--- src/rtl/stage_if_if.sv ---
// Wishbone classic instruction-fetch bus between the IF stage (master) and memory (slave).
// Signal names keep the master-side direction suffixes so both ends read the same.
interface stage_if_if;
    logic [31:0] iwbm_addr_o;
    logic        iwbm_cyc_o;
    logic        iwbm_stb_o;
    logic [31:0] iwbm_dat_i;
    logic        iwbm_ack_i;
    logic        iwbm_err_i;

    modport master (
        output iwbm_addr_o, iwbm_cyc_o, iwbm_stb_o,
        input  iwbm_dat_i, iwbm_ack_i, iwbm_err_i
    );

    modport slave (
        input  iwbm_addr_o, iwbm_cyc_o, iwbm_stb_o,
        output iwbm_dat_i, iwbm_ack_i, iwbm_err_i
    );
endinterface

--- src/rtl/stage_if.sv ---
// Instruction Fetch stage: PC, Wishbone classic fetch, one-entry stall buffer and IF/ID register.
// state  | meaning
// FETCH  | normal fetching; cycles start when not stalled, back-to-back on ack
// HOLD   | an acked entry sits in the buffer waiting for decode to unstall
// KILL   | redirected while a cycle was in flight; wait for ack/err and drop the data
// HALT   | exception entry parked in IF/ID; no fetching until a redirect
module stage_if #(
    parameter logic [31:0] RESET_ADDR = 32'h8000_0000,
    parameter logic [31:0] NOP_INST   = 32'h0000_0013
) (
    input  logic              clk_i,
    input  logic              rst_i,
    input  logic              stall_i,
    input  logic              redirect_i,
    input  logic [31:0]       redirect_pc_i,
    stage_if_if.master        iwbm,
    output logic [31:0]       instruction_o,
    output logic [31:0]       pc_o,
    output logic              valid_o,
    output logic              e_inst_addr_misaligned_o,
    output logic              e_inst_access_fault_o
);

    typedef enum logic [1:0] {
        S_FETCH = 2'd0,
        S_HOLD  = 2'd1,
        S_KILL  = 2'd2,
        S_HALT  = 2'd3
    } state_t;

    state_t      r_state, w_state_n;
    logic [31:0] r_pc, w_pc_n;
    logic [31:0] r_addr, w_addr_n;
    logic        r_cyc, w_cyc_n;
    logic [31:0] r_buf_inst, w_buf_inst_n;
    logic [31:0] r_buf_pc, w_buf_pc_n;
    logic        r_buf_fault, w_buf_fault_n;
    logic [31:0] r_inst, w_inst_n;
    logic [31:0] r_pc_o, w_pc_o_n;
    logic        r_valid, w_valid_n;
    logic        r_e_mis, w_e_mis_n;
    logic        r_e_fault, w_e_fault_n;

    logic        w_done;
    logic [31:0] w_pc_inc;
    logic [31:0] w_entry_inst;

    assign w_done       = r_cyc & (iwbm.iwbm_ack_i | iwbm.iwbm_err_i);
    assign w_pc_inc     = r_pc + 32'd4;
    assign w_entry_inst = iwbm.iwbm_err_i ? NOP_INST : iwbm.iwbm_dat_i;

    always_comb begin
        w_state_n     = r_state;
        w_pc_n        = r_pc;
        w_cyc_n       = r_cyc;
        w_buf_inst_n  = r_buf_inst;
        w_buf_pc_n    = r_buf_pc;
        w_buf_fault_n = r_buf_fault;
        w_inst_n      = r_inst;
        w_pc_o_n      = r_pc_o;
        w_valid_n     = r_valid;
        w_e_mis_n     = r_e_mis;
        w_e_fault_n   = r_e_fault;

        if (redirect_i) begin
            w_pc_n      = redirect_pc_i;
            w_valid_n   = 1'b0;
            w_e_mis_n   = 1'b0;
            w_e_fault_n = 1'b0;
            w_inst_n    = NOP_INST;
            if (redirect_pc_i[1:0] != 2'b00) begin
                // an in-flight cycle still has to be closed out, so HALT keeps cyc until ack/err
                w_valid_n = 1'b1;
                w_e_mis_n = 1'b1;
                w_pc_o_n  = redirect_pc_i;
                w_state_n = S_HALT;
                w_cyc_n   = r_cyc & ~w_done;
            end else if (r_cyc && !w_done) begin
                w_state_n = S_KILL;
            end else begin
                w_state_n = S_FETCH;
                w_cyc_n   = ~stall_i;
            end
        end else begin
            case (r_state)
                S_FETCH: begin
                    if (w_done) begin
                        if (!iwbm.iwbm_err_i)
                            w_pc_n = w_pc_inc;
                        if (stall_i) begin
                            w_buf_inst_n  = w_entry_inst;
                            w_buf_pc_n    = r_pc;
                            w_buf_fault_n = iwbm.iwbm_err_i;
                            w_cyc_n       = 1'b0;
                            w_state_n     = S_HOLD;
                        end else begin
                            w_inst_n    = w_entry_inst;
                            w_pc_o_n    = r_pc;
                            w_valid_n   = 1'b1;
                            w_e_mis_n   = 1'b0;
                            w_e_fault_n = iwbm.iwbm_err_i;
                            if (iwbm.iwbm_err_i) begin
                                w_cyc_n   = 1'b0;
                                w_state_n = S_HALT;
                            end
                        end
                    end else if (!stall_i) begin
                        w_valid_n   = 1'b0;
                        w_inst_n    = NOP_INST;
                        w_e_mis_n   = 1'b0;
                        w_e_fault_n = 1'b0;
                        w_cyc_n     = 1'b1;
                    end
                end
                S_HOLD: begin
                    if (!stall_i) begin
                        w_inst_n    = r_buf_inst;
                        w_pc_o_n    = r_buf_pc;
                        w_valid_n   = 1'b1;
                        w_e_mis_n   = 1'b0;
                        w_e_fault_n = r_buf_fault;
                        w_cyc_n     = ~r_buf_fault;
                        w_state_n   = r_buf_fault ? S_HALT : S_FETCH;
                    end
                end
                S_KILL: begin
                    if (w_done) begin
                        w_cyc_n   = ~stall_i;
                        w_state_n = S_FETCH;
                    end
                end
                S_HALT: begin
                    if (w_done)
                        w_cyc_n = 1'b0;
                end
                default: begin
                    w_state_n = S_FETCH;
                    w_cyc_n   = 1'b0;
                end
            endcase
        end

        // address only moves when no cycle is carried over unacknowledged
        if (r_cyc && !w_done)
            w_addr_n = r_addr;
        else
            w_addr_n = {w_pc_n[31:2], 2'b00};
    end

    always_ff @(posedge clk_i or negedge rst_i) begin
        if (!rst_i) begin
            r_state     <= S_FETCH;
            r_pc        <= RESET_ADDR;
            r_addr      <= RESET_ADDR;
            r_cyc       <= 1'b0;
            r_buf_inst  <= NOP_INST;
            r_buf_pc    <= 32'd0;
            r_buf_fault <= 1'b0;
            r_inst      <= NOP_INST;
            r_pc_o      <= 32'd0;
            r_valid     <= 1'b0;
            r_e_mis     <= 1'b0;
            r_e_fault   <= 1'b0;
        end else begin
            r_state     <= w_state_n;
            r_pc        <= w_pc_n;
            r_addr      <= w_addr_n;
            r_cyc       <= w_cyc_n;
            r_buf_inst  <= w_buf_inst_n;
            r_buf_pc    <= w_buf_pc_n;
            r_buf_fault <= w_buf_fault_n;
            r_inst      <= w_inst_n;
            r_pc_o      <= w_pc_o_n;
            r_valid     <= w_valid_n;
            r_e_mis     <= w_e_mis_n;
            r_e_fault   <= w_e_fault_n;
        end
    end

    assign iwbm.iwbm_addr_o        = r_addr;
    assign iwbm.iwbm_cyc_o         = r_cyc;
    assign iwbm.iwbm_stb_o         = r_cyc;
    assign instruction_o           = r_inst;
    assign pc_o                    = r_pc_o;
    assign valid_o                 = r_valid;
    assign e_inst_addr_misaligned_o = r_e_mis;
    assign e_inst_access_fault_o   = r_e_fault;

endmodule

--- src/flat_wrapper.sv ---
// flat-port wrapper written by rule: the top's interface ports become plain ports
module stage_if_flat 
#(
    parameter logic [31:0] RESET_ADDR = 32'h8000_0000,
    parameter logic [31:0] NOP_INST   = 32'h0000_0013
)
  (clk_i, rst_i, stall_i, redirect_i, redirect_pc_i, instruction_o, pc_o, valid_o, e_inst_addr_misaligned_o, e_inst_access_fault_o, iwbm_iwbm_addr_o, iwbm_iwbm_cyc_o, iwbm_iwbm_stb_o, iwbm_iwbm_dat_i, iwbm_iwbm_ack_i, iwbm_iwbm_err_i);
  stage_if_if iwbm_i ();
  input  logic clk_i;
  input  logic rst_i;
  input  logic stall_i;
  input  logic redirect_i;
  input  logic [31:0] redirect_pc_i;
  output logic [31:0] instruction_o;
  output logic [31:0] pc_o;
  output logic valid_o;
  output logic e_inst_addr_misaligned_o;
  output logic e_inst_access_fault_o;
  output wire logic [$bits(iwbm_i.iwbm_addr_o)-1:0] iwbm_iwbm_addr_o;
  output wire logic [$bits(iwbm_i.iwbm_cyc_o)-1:0] iwbm_iwbm_cyc_o;
  output wire logic [$bits(iwbm_i.iwbm_stb_o)-1:0] iwbm_iwbm_stb_o;
  input wire logic [$bits(iwbm_i.iwbm_dat_i)-1:0] iwbm_iwbm_dat_i;
  input wire logic [$bits(iwbm_i.iwbm_ack_i)-1:0] iwbm_iwbm_ack_i;
  input wire logic [$bits(iwbm_i.iwbm_err_i)-1:0] iwbm_iwbm_err_i;
  assign iwbm_iwbm_addr_o = iwbm_i.iwbm_addr_o;
  assign iwbm_iwbm_cyc_o = iwbm_i.iwbm_cyc_o;
  assign iwbm_iwbm_stb_o = iwbm_i.iwbm_stb_o;
  assign iwbm_i.iwbm_dat_i = iwbm_iwbm_dat_i;
  assign iwbm_i.iwbm_ack_i = iwbm_iwbm_ack_i;
  assign iwbm_i.iwbm_err_i = iwbm_iwbm_err_i;
  stage_if #(.RESET_ADDR(RESET_ADDR), .NOP_INST(NOP_INST)) u_core (.clk_i(clk_i), .rst_i(rst_i), .stall_i(stall_i), .redirect_i(redirect_i), .redirect_pc_i(redirect_pc_i), .iwbm(iwbm_i), .instruction_o(instruction_o), .pc_o(pc_o), .valid_o(valid_o), .e_inst_addr_misaligned_o(e_inst_addr_misaligned_o), .e_inst_access_fault_o(e_inst_access_fault_o));
endmodule
--- config.mk ---
export PLATFORM = sky130hd
export DESIGN_NAME = stage_if_flat
export DESIGN_NICKNAME = d
export VERILOG_FILES = /design/src/rtl/stage_if_if.sv /design/src/rtl/stage_if.sv /design/src/flat_wrapper.sv
export SDC_FILE = /design/constraint.sdc
export NUM_CORES = 1
export LEC_CHECK = 0
export CORE_MARGIN = 5
export CORE_UTILIZATION = 50
export CTS_CLUSTER_DIAMETER = 40
export DETAILED_ROUTE_END_ITERATION = 16
export GPL_TIMING_DRIVEN = 1
export PLACE_DENSITY = 0.77
export SYNTH_ARGS = -nofsm -noshare
export SYNTH_HDL_FRONTEND = slang
export SYNTH_SLANG_ARGS = --single-unit
--- constraint.sdc ---
create_clock -name clk_i -period 3 [get_ports clk_i]
set_clock_uncertainty 0.15 [all_clocks]
set_input_delay 0.45 -clock clk_i [delete_from_list [all_inputs] [get_ports clk_i]]
set_output_delay 0.45 -clock clk_i [all_outputs]
set_load 0.1 [all_outputs]
Word level (Yosys, flattened, before mapping)
Cells that the tools add are included.
{ "totals": {"ff_bits": 197, "in_bits": 70, "out_inout_bits": 101, "elab_cells": 105} }
{ "classes": {"add_sub_neg": 1, "eq_ne": 15, "mux": 51, "bitwise_logic": 7, "reduce_logical": 18} }
{ "ops": {"columns": ["operator", "count"], "rows": [
  ["$mux W32", 15],
  ["$pmux W32 S2", 2],
  ["$add A32 B3 Y32 const B", 1],
  ["$mux W1", 21],
  ["$mux W2", 9],
  ["$ne A3 B2 Y1 const B", 4],
  ["$reduce_and A5 Y1", 2],
  ["$reduce_bool A2 Y1", 4],
  ["$ne A3 B3 Y1 const B", 2],
  ["$pmux W2 S3", 1],
  ["$reduce_and A3 Y1", 2],
  ["$reduce_and A6 Y1", 1],
  ["$ne A5 B5 Y1 const B", 1],
  ["$eq A2 B2 Y1 const B", 2],
  ["$ne A2 B1 Y1 const B", 2],
  ["$ne A4 B3 Y1 const B", 1],
  ["$ne A4 B4 Y1 const B", 1],
  ["$not A1 Y1", 4],
  ["$pmux W1 S2", 2],
  ["$pmux W1 S4", 1],
  ["$reduce_and A2 Y1", 2],
  ["$reduce_and A4 Y1", 1],
  ["$reduce_bool A4 Y1", 1],
  ["$reduce_bool A3 Y1", 1],
  ["other kinds (8)", 9]
]} }

Depth between registers and ports, before layout
{ "depth": {"ltp_word": 7, "mapped_depth": 9, "depth_no_buf": 7} }

Worst setup path before layout
Ideal clock, no wire load.
{ "synth_timing": {"kind": "reg-to-reg", "from": "reg u_core.r_cyc (netlist: u_core.iwbm.iwbm_cyc_o)", "to": "reg u_core.r_addr[30] (netlist: u_core.iwbm.iwbm_addr_o[30])", "setup_time_ns": 0.126, "arrival_time_ns": 2.409, "t_required_ns": 2.724, "setup_slack_ns": 0.315, "stages_incl_launch_ff": 7, "path_buffers": 1, "period_less_slack_ns": 2.685, "cell_sequence": "dfrtp_1 buf_2 nand4b_4 nor4_4 nand4_1 xnor2_1 a221o_1"} }
{ "synth_via": {"elab_chain_len": 4, "elab_cells_between_ends": 6, "cone_classes": "mux (3); bitwise (1); reduce/logical (2)"} }
{ "synth_lines": {"columns": ["element", "line", "source"], "rows": [
  ["start: declaration", "stage_if.sv:34", "logic r_cyc, w_cyc_n;"],
  ["start signal: assignment", "stage_if.sv:168", "r_cyc <= w_cyc_n;"],
  ["$and A1 B1 Y1", "stage_if.sv:48", "assign w_done = r_cyc & (iwbm.iwbm_ack_i | iwbm.iwbm_err_i);"],
  ["$mux W32", "stage_if.sv:87", "if (w_done) begin"],
  ["$mux W32", "stage_if.sv:85", "case (r_state)"],
  ["$mux W32", "stage_if.sv:65", "if (redirect_i) begin"],
  ["end signal: assignment", "stage_if.sv:167", "r_addr <= w_addr_n;"],
  ["end: declaration", "stage_if.sv:33", "logic [31:0] r_addr, w_addr_n;"]
]} }
Several ways; a longest one is shown, not always the timed one. The select of a mux whose other input is x is not followed.
A chain may end at the register's enable or synchronous reset.

Final worst setup path
{ "layout_timing": {"from": "reg u_core.r_state[1]", "to": "reg u_core.r_pc_o[15] (netlist: u_core.pc_o[15])"} }
{ "layout_via": {"elab_chain_len": 3, "elab_cells_between_ends": 9, "cone_classes": "eq/ne (4); mux (2); reduce/logical (3)"} }
{ "layout_lines": {"columns": ["element", "line", "source"], "rows": [
  ["start: declaration", "stage_if.sv:31", "state_t r_state, w_state_n;"],
  ["start signal: assignment", "stage_if.sv:165", "r_state <= w_state_n;"],
  ["$eq A2 B1 Y1 or $logic_not A2 Y1 (tied branches)", "stage_if.sv:85", null],
  ["$ne A3 B3 Y1 (no line), or another cell as far along", null, null],
  ["$reduce_and A5 Y1 (no line) or $mux W32 (tied branches)", null, null],
  ["end signal: assignment", "stage_if.sv:173", "r_pc_o <= w_pc_o_n;"],
  ["end: declaration", "stage_if.sv:39", "logic [31:0] r_pc_o, w_pc_o_n;"]
]} }
Several ways; a longest one is shown, not always the timed one.

==> flow_summary.json <==
{
  "critical_path.startpoint_type": "flop",
  "power_leakage_nw": 5.10,
  "final-max-slew-violation-count": 0,
  "finalPower_w": 0.0117,
  "tightestPinTransition_ns": 0.679,
  "detailroute.via_count": 7532,
  "clkTransAtPathRegs_ns": 0.08,
  "final.period_utilization": 0.863,
  "postCtsSetupRepairBufs": 0,
  "postSynthRegisterBits": 197,
  "synth_warnings": 0,
  "antenna_found_initial": 0,
  "drt-vias-per-instance": 5.63,
  "finalSetupTns_ns": 0,
  "gp_congestion": 0.927,
  "syn_area_per_cell_um2": 9.82,
  "design.portCount": 171,
  "yosysUniqueCellTypes": 57,
  "fillerInstances": 1524,
  "setup_viol_count_final": 0,
  "synth_flop_cell": "dfrtp_1",
  "final-hold-violation-count": 0,
  "place_inst": 1306,
  "core_region_mm2": 0.0186,
  "crit_type": "flop to flop",
  "max_cap_violations": 0,
  "cts.path.max_buffers": 2,
  "horizontal_extent_of_the_die_um": 147,
  "num_antenna_cells": 0,
  "clock_tree.htree_level_count": 4,
  "clk-insertion-delay-late_ns": 0.44,
  "fmax_mhz": 386,
  "synth-compound-area-share": 0.164,
  "post_route_drc_violation_count": 0,
  "postRouteAntennaNets": 0,
  "fin_cells": 1339,
  "grt_overflow": 0,
  "grt_pass1_vias": 7513,
  "worst_hold_path_type": "primary input to flop",
  "synth_fa_ha_area_frac": 0.00670,
  "finish.utilization": 0.629,
  "synth_top_family_by_area": "simple AND/OR/NAND/NOR gates",
  "worstSetupEndpointType": "flop",
  "cts_tree": "done",
  "synth-edff-count": 0,
  "outcome": "completed",
  "p_per_area_mw_per_mm2": 1000,
  "avgRoutedWirePerCell_um": 17.8,
  "finalCriticalPeriod_ns": 2.59,
  "synthesis.area_mm2": 0.00934,
  "first_pass_grt_wire_length_um": 39700,
  "slew-limit-headroom": 0.546,
  "fin_nets": 1167,
  "rows": 50,
  "synthArstFlopShare": 1.00,
  "synth.top_cells.by_area": "dfrtp_1 51%, nand2_1 7.0%, mux2_2 5.5%",
  "synth_top_area_share": 0.506,
  "peakVddDrop_v": 0.000788,
  "synthXorXnorAreaFrac": 0.0206,
  "initialDrtViolationCount": 405,
  "postRouteWirelength_um": 23800,
  "fraction_of_final_layout_cells_sized_beyond_drive_strength_1": 0.206,
  "cts.sinks": 197,
  "synthMuxAreaShare": 0.0672,
  "placement.setup.worst_slack_ns": 0.270,
  "fin_ws_ns": 0.410,
  "grt_util_all_layers": 0.225,
  "cp.arrival_ns": 2.78,
  "chipHeight_um": 147,
  "synth_largest_area_cell": "dfrtp_1",
  "cts_root_buffer": "clkbuf_16",
  "cts_buffers": 17,
  "floorplan.die_area_mm2": 0.0215,
  "grt_setup_unrepaired": "false",
  "io_buffers": 168,
  "area_growth_pct": 25.2,
  "cp_data_required_time_ns": 3.19,
  "largest_fanout_of_any_net_on_the_critical_path": 28,
  "maximum_number_of_pins_on_one_net_before_global_route_repair": 120,
  "start_util": 0.503,
  "synth_sequential_area_ratio": 0.529,
  "netlist_instances": 951,
  "drt_first_pass_iters": 5,
  "detailedPlacementHpwl_um": 16300,
  "synthSimpleGateAreaFrac": 0.177
}
worst max-delay path, cell delays in order (launching register included):
cell and delay, ns:
dfrtp_1 0.41, inv_1 0.14, ha_1 0.43, nor2_1 0.10, o21ai_1 0.26, nand3_2 0.41
buf_12 0.32, o31ai_1 0.25
kinds of logic after synthesis:
| family | count (synthesis) |
|---|---|
| and+or+nand+nor | 346 |
| AOI/OAI and AO/OA | 242 |
| DFF | 197 |
| buffers and inverters | 81 |
| muxes | 57 |
| xor gates and xnor gates | 22 |
| adders and majority gates | 5 |
| other | 1 |
cell usage in the layout, fill, tap and decap left out, types with 8 or more instances in the layout:
cell,count
dfrtp_1,189
nand3_1,16
nand2b_1,29
clkdlybuf4s50_1,67
nor2b_1,21
nand4_1,11
inv_1,10
o21a_1,32
clkbuf_16,17
buf_4,113
mux2i_1,11
dfstp_2,8
o21ai_0,97
o31ai_1,27
nor2_1,55
xnor2_1,12
xor2_1,10
buf_12,8
a21oi_1,33
nand2_1,174
a211oi_1,21
mux2_2,46
and3_1,10
stage by stage:
stage | area [um^2] | hold WS, ns
2_1_floorplan | 9350 | 0.00441
3_3_place_gp | 11100 | 0.273
3_5_place_dp | 11100 | 0.265
4_1_cts | 11700 | 0.277
5_1_grt | 11700 | 0.307
6_report | 11700 | 0.320
final timing paths:
check	start	end	slack, ns	cells after the start
max in group asynchronous	rst_i	u_core.r_buf_pc[0]$_DFFE_PN0P_	1.56	3
worst max-delay path	u_core.r_state[1]$_DFFE_PN0P_	u_core.pc_o[15]$_DFFE_PN0P_	0.41	7
worst min register to register	u_core.r_buf_inst[24]$_DFFE_PN0P_	u_core.r_buf_inst[24]$_DFFE_PN0P_	0.33	2
worst min-delay path	redirect_i	u_core.e_inst_access_fault_o$_DFFE_PN0P_	0.32	2
min in group asynchronous	rst_i	u_core.instruction_o[22]$_DFFE_PN0P_	0.38	2
worst max register to register	u_core.r_state[1]$_DFFE_PN0P_	u_core.pc_o[15]$_DFFE_PN0P_	0.41	7
state kept, by name, indices dropped and copies added, names as in the netlist:
signal,flops
u_core.r_buf_inst,32
u_core.r_state,2
u_core.r_pc,32
u_core.valid_o,1
u_core.r_buf_fault,1
u_core.iwbm.iwbm_cyc_o,1
u_core.iwbm.iwbm_addr_o,30
u_core.r_buf_pc,32
u_core.instruction_o,32
u_core.e_inst_access_fault_o,1
u_core.e_inst_addr_misaligned_o,1
u_core.pc_o,32
per-layer routing:
metal	GRT usage	routed length [um]
met4	0.0833	586
met5	0	0
met3	0.0444	1580
met2	0.341	10900
met1	0.323	10700
area by class of cell:
type	instances	area, um^2	area share
flip-flops and latches	197	4940	0.422
multi-input cells	674	4110	0.351
repair buffers	191	1710	0.146
clock buffers	17	425	0.0364
well taps	234	293	0.0250
clock inverters	15	179	0.0153
inverters	11	41.3	0.00353
synthesized netlist by cell type, drive strengths merged (2+ instances only):
cell,count
buf,22
o31ai,27
a31oi,2
ha,5
a221oi,6
o21ai,98
dfrtp,189
nor3b,2
a221o,3
xor2,10
o22a,4
o22ai,2
nor2b,21
mux2i,11
nand3,18
nor4,5
nand2b,29
o211a,2
and4,2
o221ai,2
and2,2
nor2,56
mux2,46
inv,11
o211ai,2
clkbuf,48
nand2,174
a211oi,21
o21a,32
xnor2,12
and3,10
nor3,7
a21oi,33
nand4,13
dfstp,8
a311oi,2
power breakdown:
group / internal (W) / leakage (nW) / switching (W)
Combinational: 0.00143 / 2.36 / 0.00406
Sequential: 0.00345 / 2.45 / 0.000509
Clock: 0.00113 / 0.294 / 0.00115
what timing repair did:
item	in CTS	in global routing
endpoints found under the setup margin	0	0
gates resized for setup	0	0
endpoints found under the hold margin	39	0
hold buffers	1	0
No activity file was read; power rests on OpenSTA's default activity.
